==> config.mk <==
export PLATFORM = sky130hd
export DESIGN_NAME = centimos_euros_seq
export DESIGN_NICKNAME = d
export VERILOG_FILES = /design/src/rtl/balanca_pkg.sv /design/src/rtl/bin2bcd_2dig.sv /design/src/rtl/centimos_euros_seq.sv
export SDC_FILE = /design/constraint.sdc
export NUM_CORES = 1
export LEC_CHECK = 0
export ABC_CLOCK_PERIOD_IN_PS = 2000
export BUFFER_PORTS_ARGS = -buffer_cell sky130_fd_sc_hd__buf_2
export CORE_MARGIN = 1.5
export CORE_UTILIZATION = 25
export CTS_CLUSTER_SIZE = 12
export DETAILED_ROUTE_END_ITERATION = 10
export PLACE_DENSITY_LB_ADDON = 0.25
export SYNTH_ARGS = -nofsm -noshare
export SYNTH_HDL_FRONTEND = slang
export SYNTH_SLANG_ARGS = --single-unit
==> constraint.sdc <==
create_clock -name clk -period 2 [get_ports clk]
set_clock_uncertainty 0.15 [all_clocks]
set_input_delay 0.3 -clock clk [delete_from_list [all_inputs] [get_ports clk]]
set_output_delay 0.3 -clock clk [all_outputs]
set_load 0.01 [all_outputs]
==> src/rtl/balanca_pkg.sv <==
// Shared types and constants for the Balanca cents-to-euros price path.
package balanca_pkg;

  typedef enum logic [1:0] {
    IDLE = 2'd0,
    DIV  = 2'd1,
    FIN  = 2'd2
  } state_t;

  localparam int unsigned DIVISOR = 100;
  localparam int unsigned FRAC_W  = 7;

  // Integer-euros width: 2^cent_w / 100 always fits in cent_w-6 bits.
  function automatic int unsigned euro_w(input int unsigned cent_w);
    return cent_w - 6;
  endfunction

endpackage

==> src/rtl/bin2bcd_2dig.sv <==
// Combinational 0..99 binary to two-digit BCD (tens in [7:4], units in [3:0]).
module bin2bcd_2dig (
  input  logic [6:0] bin,
  output logic [7:0] bcd
);

  // Constant-divisor split into decimal digits.
  always_comb begin
    bcd = {4'(bin / 7'd10), 4'(bin % 7'd10)};
  end

endmodule

==> src/rtl/centimos_euros_seq.sv <==
// Sequential cents-to-euros converter: restoring divide-by-100, one quotient
// bit per clock, start/ready/done handshake.
// Optional macro BCD_FRAC_EN adds the registered fracao_bcd output.
module centimos_euros_seq
  import balanca_pkg::*;
#(
  parameter  int unsigned CENT_W = 14,
  localparam int unsigned EURO_W = euro_w(CENT_W)
) (
  input  logic              clk,
  input  logic              rst_n,
  input  logic              start,
  input  logic [CENT_W-1:0] centimos,
  output logic              ready,
  output logic              done,
  output logic [EURO_W-1:0] euros_inteiros,
  output logic [FRAC_W-1:0] euros_fracao
`ifdef BCD_FRAC_EN
  ,
  output logic [7:0]        fracao_bcd
`endif
);

  localparam int unsigned CNT_W = $clog2(CENT_W);

  state_t              state;
  state_t              state_next;
  logic                load_c;
  logic                step_c;
  logic                fin_c;

  // dq holds the dividend on load; quotient bits enter at the LSB as the
  // dividend leaves at the MSB, so after CENT_W steps it is the quotient.
  logic [CENT_W-1:0]   dq;
  logic [FRAC_W-1:0]   rem;
  logic [CNT_W-1:0]    cnt;

  logic [FRAC_W:0]     rem_shift_c;
  logic                q_bit_c;
  logic [FRAC_W-1:0]   rem_next_c;

  // State register.
  always_ff @(posedge clk or negedge rst_n) begin
    if (!rst_n) begin
      state <= IDLE;
    end else begin
      state <= state_next;
    end
  end

  // Next-state logic.
  always_comb begin
    state_next = state;
    unique case (state)
      IDLE:    if (start) state_next = DIV;
      DIV:     if (cnt == CNT_W'(CENT_W - 1)) state_next = FIN;
      FIN:     state_next = IDLE;
      default: state_next = IDLE;
    endcase
  end

  // Control decode from the current state.
  always_comb begin
    load_c = 1'b0;
    step_c = 1'b0;
    fin_c  = 1'b0;
    unique case (state)
      IDLE:    load_c = start;
      DIV:     step_c = 1'b1;
      FIN:     fin_c  = 1'b1;
      default: ;
    endcase
  end

  // One restoring step; the incoming remainder is <= 99 so the shifted value fits 8 bits.
  always_comb begin
    rem_shift_c = {rem, dq[CENT_W-1]};
    q_bit_c     = (rem_shift_c >= 8'(DIVISOR));
    rem_next_c  = q_bit_c ? FRAC_W'(rem_shift_c - 8'(DIVISOR))
                          : rem_shift_c[FRAC_W-1:0];
  end

`ifdef BCD_FRAC_EN
  logic [7:0] bcd_c;

  bin2bcd_2dig u_bin2bcd (
    .bin (rem),
    .bcd (bcd_c)
  );
`endif

  // Divide datapath, handshake flags and result registers.
  always_ff @(posedge clk or negedge rst_n) begin
    if (!rst_n) begin
      dq             <= '0;
      rem            <= '0;
      cnt            <= '0;
      ready          <= 1'b1;
      done           <= 1'b0;
      euros_inteiros <= '0;
      euros_fracao   <= '0;
`ifdef BCD_FRAC_EN
      fracao_bcd     <= '0;
`endif
    end else begin
      ready <= (state_next == IDLE);
      done  <= fin_c;
      if (load_c) begin
        dq  <= centimos;
        rem <= '0;
        cnt <= '0;
      end else if (step_c) begin
        dq  <= {dq[CENT_W-2:0], q_bit_c};
        rem <= rem_next_c;
        cnt <= cnt + CNT_W'(1);
      end
      if (fin_c) begin
        euros_inteiros <= dq[EURO_W-1:0];
        euros_fracao   <= rem;
`ifdef BCD_FRAC_EN
        fracao_bcd     <= bcd_c;
`endif
      end
    end
  end

endmodule

==> metrics <==
Unique masters post-synth=30; FILL cells=774; Slew Limit Fails=0; Slew Limit Headroom=61.5%; CTS tree=built; CTS buffer count=5; antenna-violating nets left=0; final core occ=~32%; Die W=around 89 um; Min Clock Period, post-route=1.89 ns; Worst EP arrival=just under 2 ns; Data required, critical path=~2.1 ns; Power Dens Cells=between 1500 and 2000 mW/mm^2; synthesized area=0.00187 mm^2; largest net degree at the start of global routing=45; clock tree sinks=44; setup TNS=0 ns; iteration count of the initial detailed-routing pass=4; initial antenna violation count=0; syn_nets=~190; Initial Utilization=25.8%; critical path launch point type=flop; # rows=31; register area share after synthesis=about three fifths; CTS Buffer Depth=2; initial detailed-routing violation count=49; dpl hpwl=2880 um; drc violations=0; num ports=34; Mean Syn Cell Area=between 10 and 15 um^2; element type at the critical path end=flop; Peak supply drop=around 370 uV; Routed Wire Length=4200 um; proportion of power drawn by the clock network=about a fifth; maxcap violations=0; status=finished, final reports clean; RSZ-0062 raised after global routing=false; total gr overflow=0; area grow syn2layout=25.1%; Int Power=approximately 0.0023 W; Worst Max-Slew Pin Slew=0.578 ns; Most used DFF post-synth=dfrtp_1; Final Hold Viols=0; die height=approximately 89 um; synthesis-stage register bit count=between 40 and 50; Core ar.=between 0.007 and 0.008 mm^2; EDFF count, synth=0; Vias/cell=4.52; endpoints failing setup=0; Port Buffers=33; Register Area=0.00110 mm^2; vias in the first global route=approximately 1400; Die ar.=around 0.008 mm^2; Total GRT Usage=about an eighth; Crit Path Max Fanout=3; NetSw=roughly 0.0013 W; root buf cell=clkbuf_8; Final Cycle Share=approximately 94%; kind of critical path=reg2reg; worst skew pair latency=0.30 ns; # nets final=about 230; WL per Instance=approximately 13 um; Min-Delay Path Class=in2reg; yosys warns=0; first-pass GRT wire length=~7000 um; routed vias=~1400; # resized after CTS=0; Synth async-reset ratio=100%; share of layout cells above drive strength 1=around a third; fmax=around 0.53 GHz; gpl congestion=around 0.77; area occupied by multi-input gates=just over 700 um^2; Reg clk slew, reported paths=0.09 ns; Reg power frac=44.5%; Post-Syn Instances=about 170; Inserted Diodes=0; Pleak=between 1 and 1.5 nW; Sw Ratio=35.5%; Logic pwr share=roughly 36%; H-tree Lvls=2
==> synth_stat cells, types with 2 or more instances <==
cell type   n  area, um^2
dfrtp_1    43        1080
nand2_1    22        82.6
o21ai_0    20         100
a22oi_1    13        97.6
mux2_2     13         146
nand3_1     7        35.0
clkbuf_1    5        18.8
inv_1       5        18.8
buf_2       4        20.0
ha_1        4        50.1
nor2_1      4        15.0
a21oi_1     3        15.0
nand2b_1    3        18.8
nor2b_1     2        12.5
nor3b_1     2        15.0
o211ai_1    2        15.0
or4_1       2        15.0
==> power by group through the flow <==
| stage | clock network [W] | registers (W) | logic [W] |
|---|---|---|---|
| after floorplan | 0 | 0.00159 | 0.000795 |
| after global placement | 0 | 0.00161 | 0.00129 |
| after detailed placement | 0 | 0.00162 | 0.00131 |
| after CTS | 0.000715 | 0.00160 | 0.00131 |
| after global routing | 0.000754 | 0.00166 | 0.00150 |
| final | 0.000681 | 0.00159 | 0.00130 |
==> through the flow <==
| step | std cells | power (W) | area (um^2) | setup WS, ns | hold slack, ns |
|---|---|---|---|---|---|
| after floorplan | 167 | 0.00239 | 1870 | 0.110 | -0.146 |
| after global placement | 302 | 0.00290 | 2210 | 0.122 | 0.277 |
| after detailed placement | 302 | 0.00293 | 2210 | 0.0744 | 0.283 |
| after CTS | 311 | 0.00363 | 2330 | 0.0594 | 0.137 |
| after global routing | 312 | 0.00391 | 2340 | 0.0253 | 0.154 |
| final | 312 | 0.00358 | 2340 | 0.113 | 0.144 |
==> sequential cells by signal (all words and copies together), names as in the netlist <==
name / cells
dq: 14
state: 2
euros_inteiros: 8
ready: 1
euros_fracao: 7
cnt: 4
done: 1
rem: 7
==> cells by family after synthesis <==
family | count (synthesis) | share of synthesized area (%)
AO/OA/AOI/OAI | 45 | 15.3
multiplexers | 13 | 7.83
flip-flops | 44 | 59.0
adder cells (fa/ha/maj) | 4 | 2.68
XOR/XNOR | 1 | 0.469
AND/OR/NAND/NOR | 45 | 11.4
buffers and inverters | 15 | 3.28
==> final timing paths <==
path,startpoint,endpoint,slack (ns),cells past startpoint
max reg2reg,rem[2],rem[5],0.11,6
min,centimos[9],dq[9],0.14,3
max,rem[2],rem[5],0.11,6
max in group asynchronous,rst_n,euros_fracao[6],0.83,3
min in group asynchronous,rst_n,euros_inteiros[6],0.46,3
min reg2reg,dq[12],dq[12],0.34,2
==> worst max-delay path: stages, from the launching register on <==
cell and delay (ns):
dfrtp_1 0.38, inv_1 0.10, ha_1 0.14, or3b_1 0.33, a21o_1 0.18, or4_1 0.47, nand3_1 0.09
==> repair_timing <==
action	4_1_cts	5_1_grt
hold buffers	1	0
setup buffers	0	1
endpoints found under the setup margin	0	2
hold endpoints to repair	43	0
==> cells in the final DEF, fill, tap and decap left out, types with 2 or more instances in the layout <==
cell,synthesis,final
nor2_1,4,4
nor2b_1,2,2
dfrtp_1,43,43
o21ai_0,20,20
nand3_1,7,7
nand2_1,22,22
ha_1,4,4
buf_4,0,13
o211ai_1,2,2
nand2b_1,3,3
inv_1,5,5
nor3b_1,2,2
or4_1,2,2
clkbuf_8,0,5
buf_2,4,33
mux2_2,13,13
a22oi_1,13,13
a21oi_1,3,3
==> per-layer routing <==
| layer | track usage [%] | vias up | wire length, um |
|---|---|---|---|
| met5 | 0 | - | 0 |
| met4 | 4.20 | 0 | 64 |
| met3 | 3.51 | 6 | 165 |
| met2 | 17.6 | 29 | 1840 |
| met1 | 16.1 | 695 | 2120 |
| li1 | - | 680 | - |
==> cell type report <==
| type | count | share of cell area, % |
|---|---|---|
| flip-flops and latches | 44 | 47.1 |
| inverters | 6 | 0.963 |
| repair buffers | 47 | 11.7 |
| clock inverters | 3 | 1.82 |
| clock buffers | 5 | 2.94 |
| multi-input cells | 108 | 30.2 |
| well taps | 99 | 5.30 |
Power figures use the tool's default switching activity.
